[src/rtl/subleq_core.sv]
// SUBLEQ execution controller: sequences operand fetch, operand loads and the
// mem[B] -= mem[A] write-back, branching to C when the result is <= 0.
module subleq_core #(
    parameter logic [63:0] RESET_PC = 64'd0,
    parameter int          CNT_W    = 32
) (
    input  logic             clk,
    input  logic             rst,
    input  logic             run,
    output logic [63:0]      mem_addr,
    output logic [63:0]      mem_wdata,
    output logic             mem_we,
    output logic             mem_re,
    input  logic [63:0]      mem_rdata,
    output logic [63:0]      pc,
    output logic             halted,
    output logic [CNT_W-1:0] retired
);

    localparam int DATA_W = 64;

    typedef enum logic [2:0] {
        S_IDLE,
        S_FA,
        S_FB,
        S_FC,
        S_LA,
        S_LB,
        S_EX,
        S_HALT
    } state_t;

    state_t                    state_q, state_d;
    logic [DATA_W-1:0]         pc_q, pc_d;
    logic [DATA_W-1:0]         a_q, a_d;
    logic [DATA_W-1:0]         b_q, b_d;
    logic [DATA_W-1:0]         c_q, c_d;
    logic [DATA_W-1:0]         va_q, va_d;
    logic [CNT_W-1:0]          retired_q, retired_d;
    logic                      halted_q, halted_d;

    logic signed [DATA_W-1:0]  res;
    logic                      leq;
    logic [DATA_W-1:0]         next_pc;

    function automatic logic is_leq(input logic signed [DATA_W-1:0] v);
        return v <= 0;
    endfunction

    // mem_rdata in EX carries mem[B] from the read issued in LB
    assign res     = $signed(mem_rdata) - $signed(va_q);
    assign leq     = is_leq(res);
    assign next_pc = leq ? c_q : pc_q + 64'd3;

    always_ff @(posedge clk) begin
        if (!rst) begin
            state_q   <= S_IDLE;
            pc_q      <= RESET_PC;
            a_q       <= '0;
            b_q       <= '0;
            c_q       <= '0;
            va_q      <= '0;
            retired_q <= '0;
            halted_q  <= 1'b0;
        end else begin
            state_q   <= state_d;
            pc_q      <= pc_d;
            a_q       <= a_d;
            b_q       <= b_d;
            c_q       <= c_d;
            va_q      <= va_d;
            retired_q <= retired_d;
            halted_q  <= halted_d;
        end
    end

    always_comb begin
        state_d   = state_q;
        pc_d      = pc_q;
        a_d       = a_q;
        b_d       = b_q;
        c_d       = c_q;
        va_d      = va_q;
        retired_d = retired_q;
        halted_d  = halted_q;
        case (state_q)
            S_IDLE: if (run) state_d = S_FA;
            S_FA:   state_d = S_FB;
            S_FB: begin
                a_d     = mem_rdata;
                state_d = S_FC;
            end
            S_FC: begin
                b_d     = mem_rdata;
                state_d = S_LA;
            end
            S_LA: begin
                c_d     = mem_rdata;
                state_d = S_LB;
            end
            S_LB: begin
                va_d    = mem_rdata;
                state_d = S_EX;
            end
            S_EX: begin
                pc_d      = next_pc;
                retired_d = retired_q + CNT_W'(1);
                // a taken branch to a negative target is the halt idiom
                if (leq && c_q[DATA_W-1]) begin
                    halted_d = 1'b1;
                    state_d  = S_HALT;
                end else begin
                    state_d  = run ? S_FA : S_IDLE;
                end
            end
            S_HALT:  state_d = S_HALT;
            default: state_d = S_IDLE;
        endcase
    end

    always_comb begin
        mem_re    = 1'b0;
        mem_we    = 1'b0;
        mem_addr  = '0;
        mem_wdata = '0;
        case (state_q)
            S_FA: begin
                mem_re   = 1'b1;
                mem_addr = pc_q;
            end
            S_FB: begin
                mem_re   = 1'b1;
                mem_addr = pc_q + 64'd1;
            end
            S_FC: begin
                mem_re   = 1'b1;
                mem_addr = pc_q + 64'd2;
            end
            S_LA: begin
                mem_re   = 1'b1;
                mem_addr = a_q;
            end
            S_LB: begin
                mem_re   = 1'b1;
                mem_addr = b_q;
            end
            S_EX: begin
                mem_we    = 1'b1;
                mem_addr  = b_q;
                mem_wdata = res;
            end
            default: ;
        endcase
        // strobes are gated so a write pending in EX is dropped under reset
        if (!rst) begin
            mem_re = 1'b0;
            mem_we = 1'b0;
        end
    end

    assign pc      = pc_q;
    assign halted  = halted_q;
    assign retired = retired_q;

endmodule
[config.mk]
export PLATFORM = sky130hd
export DESIGN_NAME = subleq_core
export DESIGN_NICKNAME = d
export VERILOG_FILES = /design/src/rtl/subleq_core.sv
export SDC_FILE = /design/constraint.sdc
export NUM_CORES = 1
export LEC_CHECK = 0
export CAP_MARGIN = 0
export CORE_MARGIN = 1
export CORE_UTILIZATION = 35
export CTS_CLUSTER_DIAMETER = 40
export DETAILED_ROUTE_END_ITERATION = 6
export PLACE_DENSITY_LB_ADDON = 0.3
export SETUP_SLACK_MARGIN = 0.15
export SKIP_CTS_REPAIR_TIMING = 1
export SKIP_LAST_GASP = 1
export SLEW_MARGIN = 25
export SYNTH_ARGS = -nofsm -noshare
export SYNTH_HDL_FRONTEND = slang
export SYNTH_SLANG_ARGS = --single-unit
[constraint.sdc]
create_clock -name clk -period 6.8 [get_ports clk]
set_clock_uncertainty 0.05 [all_clocks]
set_input_delay 1.36 -clock clk [delete_from_list [all_inputs] [get_ports clk]]
set_output_delay 1.36 -clock clk [all_outputs]
set_load 0.02 [all_outputs]
== Word-level counts from Yosys, hierarchy flattened ==
Index checks and enable logic that the tools add are counted.
Word-level totals
  register bits: 356
  input port bits: 67
  output and inout port bits: 227
  logic and storage cells: 38
Cells by class
  add/subtract/negate cells: 5
  magnitude comparators: 1
  eq/ne operators: 8
  mux-type cells: 11
  reduce and logical (&&, ||, !) cells: 5
Operators by type and width (count)
  64-bit one-hot mux with 5 select lines: 1
  64-bit by 2-bit adder with 64-bit output (second input constant): 2
  64-bit two-way mux: 2
  64-bit by 1-bit adder with 64-bit output (second input constant): 1
  64-bit by 1-bit <= comparator with 1-bit output (second input constant): 1
  64-bit subtractor: 1
  32-bit by 1-bit adder with 32-bit output (second input constant): 1
  3-bit one-hot mux with 8 select lines: 1
  3-bit == test (second input constant): 4
  3-bit by 2-bit == test with 1-bit output (second input constant): 2
  3-bit two-way mux: 2
  1-bit two-way mux: 5
  5-bit OR reduction: 1
  3-bit by 1-bit == test with 1-bit output (second input constant): 1
  3-bit zero test: 1
  2-bit inequality test (second input constant): 1
  2-bit AND reduction: 1
  2-bit OR reduction: 1
  1-bit logical AND: 1

== Longest topological paths before layout ==
Gate-level depths: netlist of the first run.
  depth after elaboration: 5
  depth in mapped cells: 20
  depth with buffers taken out: 17

== Least setup slack after synthesis of the first run ==
OpenSTA, ideal clock, no wires.
  path type: input-to-reg
  from: input port mem_rdata[0]
  to: register pc_q[49], in the netlist pc[49]
  arrival time: 5397 ps
  setup slack: 1226 ps
  stages: 19
  buffers on the path: 2
  cells stage by stage: inv_1 -> ha_1 -> inv_1 -> fa_1 -> a211oi_2 -> o21ai_2 -> a211oi_4 -> o221ai_2 -> a221oi_4 -> xor2_1 -> and4b_1 -> nand4_1 -> or4_1 -> o41ai_2 -> buf_4 -> buf_6 -> mux2_1 -> a22oi_1 -> nor2_1
On the way
  word-level cells in the longest chain between the ends: 3
Ends and longest elaborated chain
  start, declared: RTL line 14  | input logic [63:0] mem_rdata,
  64-bit subtractor: RTL line 51  | assign res = $signed(mem_rdata) - $signed(va_q);
  64-bit by 1-bit <= comparator with 1-bit output: RTL line 47  | return v <= 0;
  64-bit two-way mux: RTL line 53  | assign next_pc = leq ? c_q : pc_q + 64'd3;
  end signal, assigned: RTL line 67  | pc_q <= pc_d;
  end, declared: RTL line 34  | logic [DATA_W-1:0] pc_q, pc_d;
No other way between the ends.
A chain may end at the register's enable or synchronous reset.

== Worst setup path after layout of the first run ==
  from: input port mem_rdata[6]
  to: output port mem_wdata[63]
On the way
  word-level cells in the longest chain between the ends: 2
Ends and longest elaborated chain
  64-bit subtractor: RTL line 51
  64-bit two-way mux: RTL line 126  | case (state_q)
  end, declared: RTL line 11  | output logic [63:0] mem_wdata,
No other way between the ends.

==> summary.txt, run 1 <==
Routing
  – Drt first-iter violations: 3921
  – Wire per inst: 23.0 microns
  – Vias: 26300
  – TritonRoute pass-1 iters: 7
  – DRC viols: 0
  – Final WL: 104 mm
  – Via density: 5.81
  – Post-route ant nets: 0

Synth
  – Post-synth EDFFs: 0
  – Cell Area, Synth: 22900 sq um
  – Synth cell types: 82
  – Area contributors post-synth: dfxtp_1 (31%), nand2_1 (13%), a21oi_1 (11%)
  – Cells after Synth: 3371
  – Yosys warnings: 0
  – Top cell type's share of synthesized area: 0.312
  – Asr flop ratio synth: 0
  – Ys flop type: dfxtp_1
  – Mean post-synth cell area: 6.78 sq um
  – Mapped Nets: 3507
  – Flops & latches, synth: 356
  – Cell taking the most area after synthesis: dfxtp_1
  – Seq/Total Area, Yosys: 0.312

STA
  – Final WS setup: 0.281 ns
  – Final Hold Viols: 0
  – Final worst-path cycle share: 0.959
  – RSZ-0062 raised after global routing: true
  – # setup viols final: 0
  – F_max: 153 MHz
  – Worst-Margin Slew: 0.981 ns
  – Minimum clock period after layout: 6.52 ns
  – Setup TNS: 0 ns
  – Pins Over Slew Limit: 0
  – Worst relative slew slack: 0.339
  – Hold slack: 0.402 ns

Worst setup path
  – Maximum fanout along the worst path: 5
  – Crit path capture: mem_wdata[63]
  – CP Class: in2out
  – Reg-to-Reg Start: va_q[0]
  – Critical path data required time: 5.39 ns
  – Critical Path Sink Type: primary output
  – R2r setup slk: 1.54 ns
  – Startpoint Class: input pin
  – Worst r2r dst: state_q[2]
  – CP Data Arrival Time: 5.11 ns
  – Critical path origin: mem_rdata[6]
  – R2R depth: 17

Global route
  – First-pass GRT wire length: 155 mm
  – Largest net degree at the start of global routing: 193
  – Total gr overflow: 0
  – Vias in the first global route: 24400
  – Total GRT Usage: 0.301
  – Initial antenna violation count: 4

Worst hold path
  – Hold crit path type: reg2reg

Pwr
  – Pleak: 9.72 nW
  – VDD IR max: 0.220 mV
  – PwrDens: 218 nW/um^2
  – Post-layout power: 0.00639 W

Place
  – DP Wirelength: 77.9 mm
  – # placed instances: 4418
  – Setup WS pre-CTS: 0.139 ns
  – Placer Congestion: 1.01
  – Number of port buffers: 293

Die
  – Core area: 64500 sq um
  – Row count: 93
  – Top-Level Pins: 294
  – Starting Density: 0.355
  – Chip width: 258 microns
  – Die ar.: 66400 sq um
  – Die height: 258 microns

Job
  – Max cap viols: 0

Clock network
  – Reg clk slew, reported paths: 0.05 ns
  – Clock Latency Late Sink: 0.65 ns
  – CTS tree: done
  – Htree depth: 2
  – CTS Buf Count: 61
  – Clk root buf: clkbuf_16
  – Clock sinks: 356
  – Clk buf depth: 3

Outcome
  – Run status: complete, no violations

Layout
  – Layout cells sized above 1: 0.0840
  – Final cell count without fillers: 4537
  – Nets@finish: 3764
  – Area grow syn2layout: 28.1%
  – Filler cells: 6687
## metal layers
| metal | share of wire | global-route usage | vias up |
|---|---|---|---|
| li1 | - | - | 12300 |
| met1 | 0.43 | 0.413 | 12400 |
| met2 | 0.44 | 0.466 | 1406 |
| met3 | 0.086 | 0.0487 | 272 |
| met4 | 0.047 | 0.131 | 4 |
| met5 | 0.00021 | 0 | - |
## cell families (layout without fill, tap and decap cells)
logic type      Yosys count  in the layout  synth area share
other cells               0              2                 0
buf+inv                 340            649            0.0585
flops                   356            356             0.312
xor+xnor                104            104            0.0398
mux                      29             29            0.0132
fa+ha+maj                69             69            0.0381
simple gates           1505           1505             0.288
compound gates          968            968             0.250
## state kept, by name, summed over array words and instances (netlist names)
signal / count
a_q: 64
retired: 32
c_q: 64
state_q: 3
b_q: 64
va_q: 64
halted: 1
pc: 64
## final cells by class
| type | instances | area [sq um] | share of cell area |
|---|---|---|---|
| Inverter | 95 | 364 | 0.0124 |
| Timing Repair Buffer | 439 | 4060 | 0.139 |
| Sequential cell | 356 | 7130 | 0.243 |
| Tap cell | 855 | 1070 | 0.0365 |
| Clock buffer | 68 | 1600 | 0.0547 |
| Clock inverter | 47 | 561 | 0.0191 |
| Multi-Input combinational cell | 2675 | 14500 | 0.495 |
| Antenna cell | 2 | 5.00 | 0.000171 |
## synthesized netlist by cell type, types with 30 or more instances
| master | n |
|---|---|
| o21ai_0 | 171 |
| a21oi_1 | 484 |
| inv_1 | 92 |
| xnor2_1 | 50 |
| nand3_1 | 74 |
| ha_1 | 68 |
| dfxtp_1 | 356 |
| nand4_1 | 77 |
| a221o_1 | 30 |
| nor3_1 | 81 |
| xor2_1 | 54 |
| and2_1 | 61 |
| nand2_1 | 791 |
| o21ai_1 | 66 |
| clkbuf_1 | 202 |
| nor2_1 | 279 |
| nor4_1 | 38 |
## power by group
group,internal (W),switching (W)
Combinational,0.000310,0.000647
Clock,0.00201,0.00125
Sequential,0.00213,0.0000391
Total,0.00445,0.00193
## through the flow
stage / instance area, sq um / utilization
3_5_place_dp: 27100 / 0.420
4_1_cts: 29300 / 0.454
2_1_floorplan: 22900 / -
6_report: 29300 / 0.455
3_3_place_gp: 27100 / 0.420
5_1_grt: 29300 / 0.455
## worst max-delay path, stage by stage
cell and delay [ns]:
clkdlybuf4s50_1 0.55, ha_1 0.43, a21oi_1 0.20, o21ai_0 0.12, a221oi_1 0.29, buf_4 0.16, nand2_1 0.14, a41oi_2 0.34
o31ai_1 0.17, a21o_1 0.20, a21oi_1 0.17, xnor2_1 0.19, nor2_1 0.14, clkdlybuf4s50_1 0.63
## worst min-delay path by stage
stage / from / endpoint / slack (ns) / depth (start not counted)
6_report: c_q[22] / c_q[22] / 0.40 / 2
5_1_grt: c_q[22] / c_q[22] / 0.42 / 2
4_1_cts: c_q[36] / c_q[36] / 0.40 / 2
3_5_place_dp: c_q[36] / c_q[36] / 0.39 / 2
3_3_place_gp: c_q[43] / c_q[43] / 0.39 / 2
2_1_floorplan: c_q[10] / c_q[10] / 0.38 / 2
## placed cells by master (no fill, tap or decap), types with 19 or more instances in the layout
cell / synthesis / routed
nand2_1: 791 / 789
a21oi_1: 484 / 483
dfxtp_1: 356 / 353
clkdlybuf4s50_1: 0 / 288
nor2_1: 279 / 274
o21ai_0: 171 / 169
buf_4: 8 / 146
inv_1: 92 / 92
nor3_1: 81 / 81
nand4_1: 77 / 77
nand3_1: 74 / 72
o21ai_1: 66 / 68
ha_1: 68 / 68
clkbuf_16: 0 / 62
and2_1: 61 / 61
xor2_1: 54 / 54
xnor2_1: 50 / 50
nor4_1: 38 / 37
a221o_1: 30 / 30
and3_1: 29 / 28
a22oi_1: 26 / 26
mux2i_1: 19 / 19
(Power assumes the default switching activity.)
==> run 2: changes to the inputs <==
CORE_ASPECT_RATIO = 1.4   (was not set)
==> run 2 against run 1 <==
Against the previous run:
- the run now ends with DRC left
- total power down 9.3%
- global-route usage up 0.90 points
- sequential cell count unchanged
- combinational power up 2.7%
- cell count down 0.88%
- setup slack better by 0.0068 ns
- count of clock-buffer cells in the layout down 8
- via count up 0.21%
- critical path depth unchanged
- largest cell class unchanged
- register-to-register slack better by 0.05 ns
- utilization down 0.65 points
- cell area down 1.5%
==> summary.txt, run 2 (synthesis results as in run 1) <==
Layout
  – Filler cells: 6766 (+1.2%)
  – Finished Core Util: 0.448 (-0.00649)
  – Nets@finish: 3754 (-0.27%)
  – Commonest non-fill, non-tap cell in the layout: nand2_1
  – Layout cells sized above 1: 0.0782 (-0.00572)
  – Area grow syn2layout: 26.2%
  – Commonest non-fill, non-tap cells in the layout: nand2_1 (789), a21oi_1 (483), dfxtp_1 (353)

Worst setup path
  – Maximum fanout along the worst path: 4 (-1)
  – Critical path data required time: 5.39 ns (about the same)
  – R2R depth: 19 (+2)
  – Crit path capture: mem_wdata[56]
  – CP Class: in2out
  – Worst-path cell chain: clkdlybuf4s50_1, inv_1, ha_1, inv_1, fa_1, a211oi_4, o211ai_1, nand4_1, o211ai_1, a311oi_2, buf_4, o211ai_1, nor2_1, clkdlybuf4s50_1
  – Startpoint Class: input pin
  – Most numerous cell on the critical path: o211ai_1
  – Worst r2r dst: pc[0]
  – Critical path origin: mem_rdata[0]
  – R2r setup slk: 1.59 ns (+0.05 ns)
  – Critical Path Sink Type: primary output
  – CP max-delay cell: clkdlybuf4s50_1
  – Reg-to-Reg Start: va_q[0]
  – CP Data Arrival Time: 5.10 ns (about the same)
  – Crit path largest cell delay: 0.63 ns (about the same)

STA
  – Worst relative slew slack: 0.302 (-0.0371)
  – RSZ-0062 raised after global routing: false
  – Final Hold Viols: 0 (unchanged)
  – Final WS setup: 0.288 ns (+0.00679 ns)
  – Hold slack: 0.404 ns (+0.00217 ns)
  – Pins Over Slew Limit: 0 (unchanged)
  – Setup TNS: 0 ns (unchanged)
  – Final worst-path cycle share: 0.958 (-0.000999)
  – F_max: 154 MHz (+0.10%)
  – Minimum clock period after layout: 6.51 ns (-0.00679 ns)
  – # setup viols final: 0 (unchanged)
  – Worst-Margin Slew: 1.04 ns (+0.0581 ns)

Routing
  – Top routing layer used: met5
  – Met3 WL post-DR: 8.54 mm (-4.5%)
  – Drt first-iter violations: 3043 (-22%)
  – Post-route ant nets: 0 (unchanged)
  – Wire per inst: 23.8 microns (+3.3%)
  – Metal-1 WL: 42.0 mm (-6.5%)
  – Met2 wire length: 49.7 mm (+9.1%)
  – DRC viols: 3 (+3)
  – Final WL: 107 mm (+2.4%)
  – Vias: 26400 (+0.21%)
  – TritonRoute pass-1 iters: 7 (unchanged)
  – Via density: 5.87 (+1.1%)

Clock network
  – Clock Latency Late Sink: 0.61 ns (-0.04 ns)
  – Reg clk slew, reported paths: 0.05 ns (about the same)
  – CTS Buf Count: 47 (-23%)
  – Clk root buf: clkbuf_16
  – CTS tree: done
  – Clk buf depth: 3 (unchanged)
  – Clock sinks: 356 (unchanged)
  – Htree depth: 2 (unchanged)

Outcome
  – Failing checks: DRC
  – Run status: complete, but fails checks

Place
  – Number of port buffers: 293 (unchanged)
  – Placer Congestion: 1.05 (+3.9%)
  – Setup WS pre-CTS: 0.184 ns (+0.0455 ns)
  – DP Wirelength: 80.3 mm (+3.1%)

Die
  – Starting Density: 0.355 (about the same)
  – Core area: 64400 sq um (about the same)
  – Top-Level Pins: 294 (unchanged)
  – Row count: 110 (+18%)
  – Chip width: 218 microns (-15%)
  – Die ar.: 66400 sq um (about the same)
  – Die height: 304 microns (+18%)

Pwr
  – VDD IR max: 0.166 mV (-24%)
  – PwrDens: 201 nW/um^2 (-7.9%)
  – Post-layout power: 0.00579 W (-9.3%)
  – Pleak: 9.51 nW (-2.1%)

Worst hold path
  – Hold crit path type: reg2reg

Global route
  – Initial antenna violation count: 4 (unchanged)
  – Vias in the first global route: 24700 (+1.3%)
  – Total GRT Usage: 0.310 (+0.00899)
  – Largest net degree at the start of global routing: 92 (-52%)
  – First-pass GRT wire length: 157 mm (+1.7%)
  – Total gr overflow: 0 (unchanged)

Job
  – Max cap viols: 0 (unchanged)
[run 2: cell count changes in the layout (fill, tap and decap cells not counted), sizes merged]
cell | before | now
dlymetal6s2s | 2 | 4
inv | 113 | 103
clkbuf | 68 | 60
clkinv | 15 | 13
buf | 149 | 151
bufinv | 7 | 4
clkinvlp | 7 | 1
[run 2: critical path: cells and delay by family]
family / cells / cell delay (ns)
adder cells (fa/ha/maj): 2 / 0.58
AND/OR/NAND/NOR: 2 / 0.39
buffers and inverters: 5 / 1.37
AO/OA/AOI/OAI: 5 / 1.37
[run 2: cell type report]
cell class	instances	area (sq um)	area share
clock inverter	26	340	0.0118
timing repair buffer	443	4130	0.143
tap	840	1050	0.0364
antenna	2	5.00	0.000173
multi-input combinational	2675	14500	0.504
clock buffer	60	1310	0.0453
sequential	356	7130	0.247
inverter	95	364	0.0126
[run 2: metal layers]
metal  vias up  global-route usage
met2      1384               0.509
met3       332              0.0425
met5         -                   0
met4         2               0.176
li1      12300                   -
met1     12400               0.387
[run 2: report_power, final]
| group | total, W | internal (W) | switching (W) | leakage, nW |
|---|---|---|---|---|
| sequential | 0.00217 | 0.00213 | 0.0000400 | 2.87 |
| combinational | 0.000983 | 0.000320 | 0.000663 | 5.83 |
| clock | 0.00263 | 0.00155 | 0.00109 | 0.808 |
[run 2: worst min path at each step]
| stage | start | end | slack [ns] | cells past startpoint |
|---|---|---|---|---|
| 4_1_cts | b_q[52] | b_q[52] | 0.41 | 2 |
| 5_1_grt | c_q[1] | c_q[1] | 0.42 | 2 |
| 2_1_floorplan | c_q[10] | c_q[10] | 0.38 | 2 |
| 6_report | a_q[7] | a_q[7] | 0.40 | 2 |
| 3_3_place_gp | c_q[2] | c_q[2] | 0.39 | 2 |
| 3_5_place_dp | c_q[16] | c_q[16] | 0.40 | 2 |
[run 2: per-stage QoR]
stage	area [sq um]	std cells
after floorplan	22900	3371
after global placement	27100	4407
after detailed placement	27100	4407
after CTS	28800	4493
after global routing	28900	4496
final	28900	4497
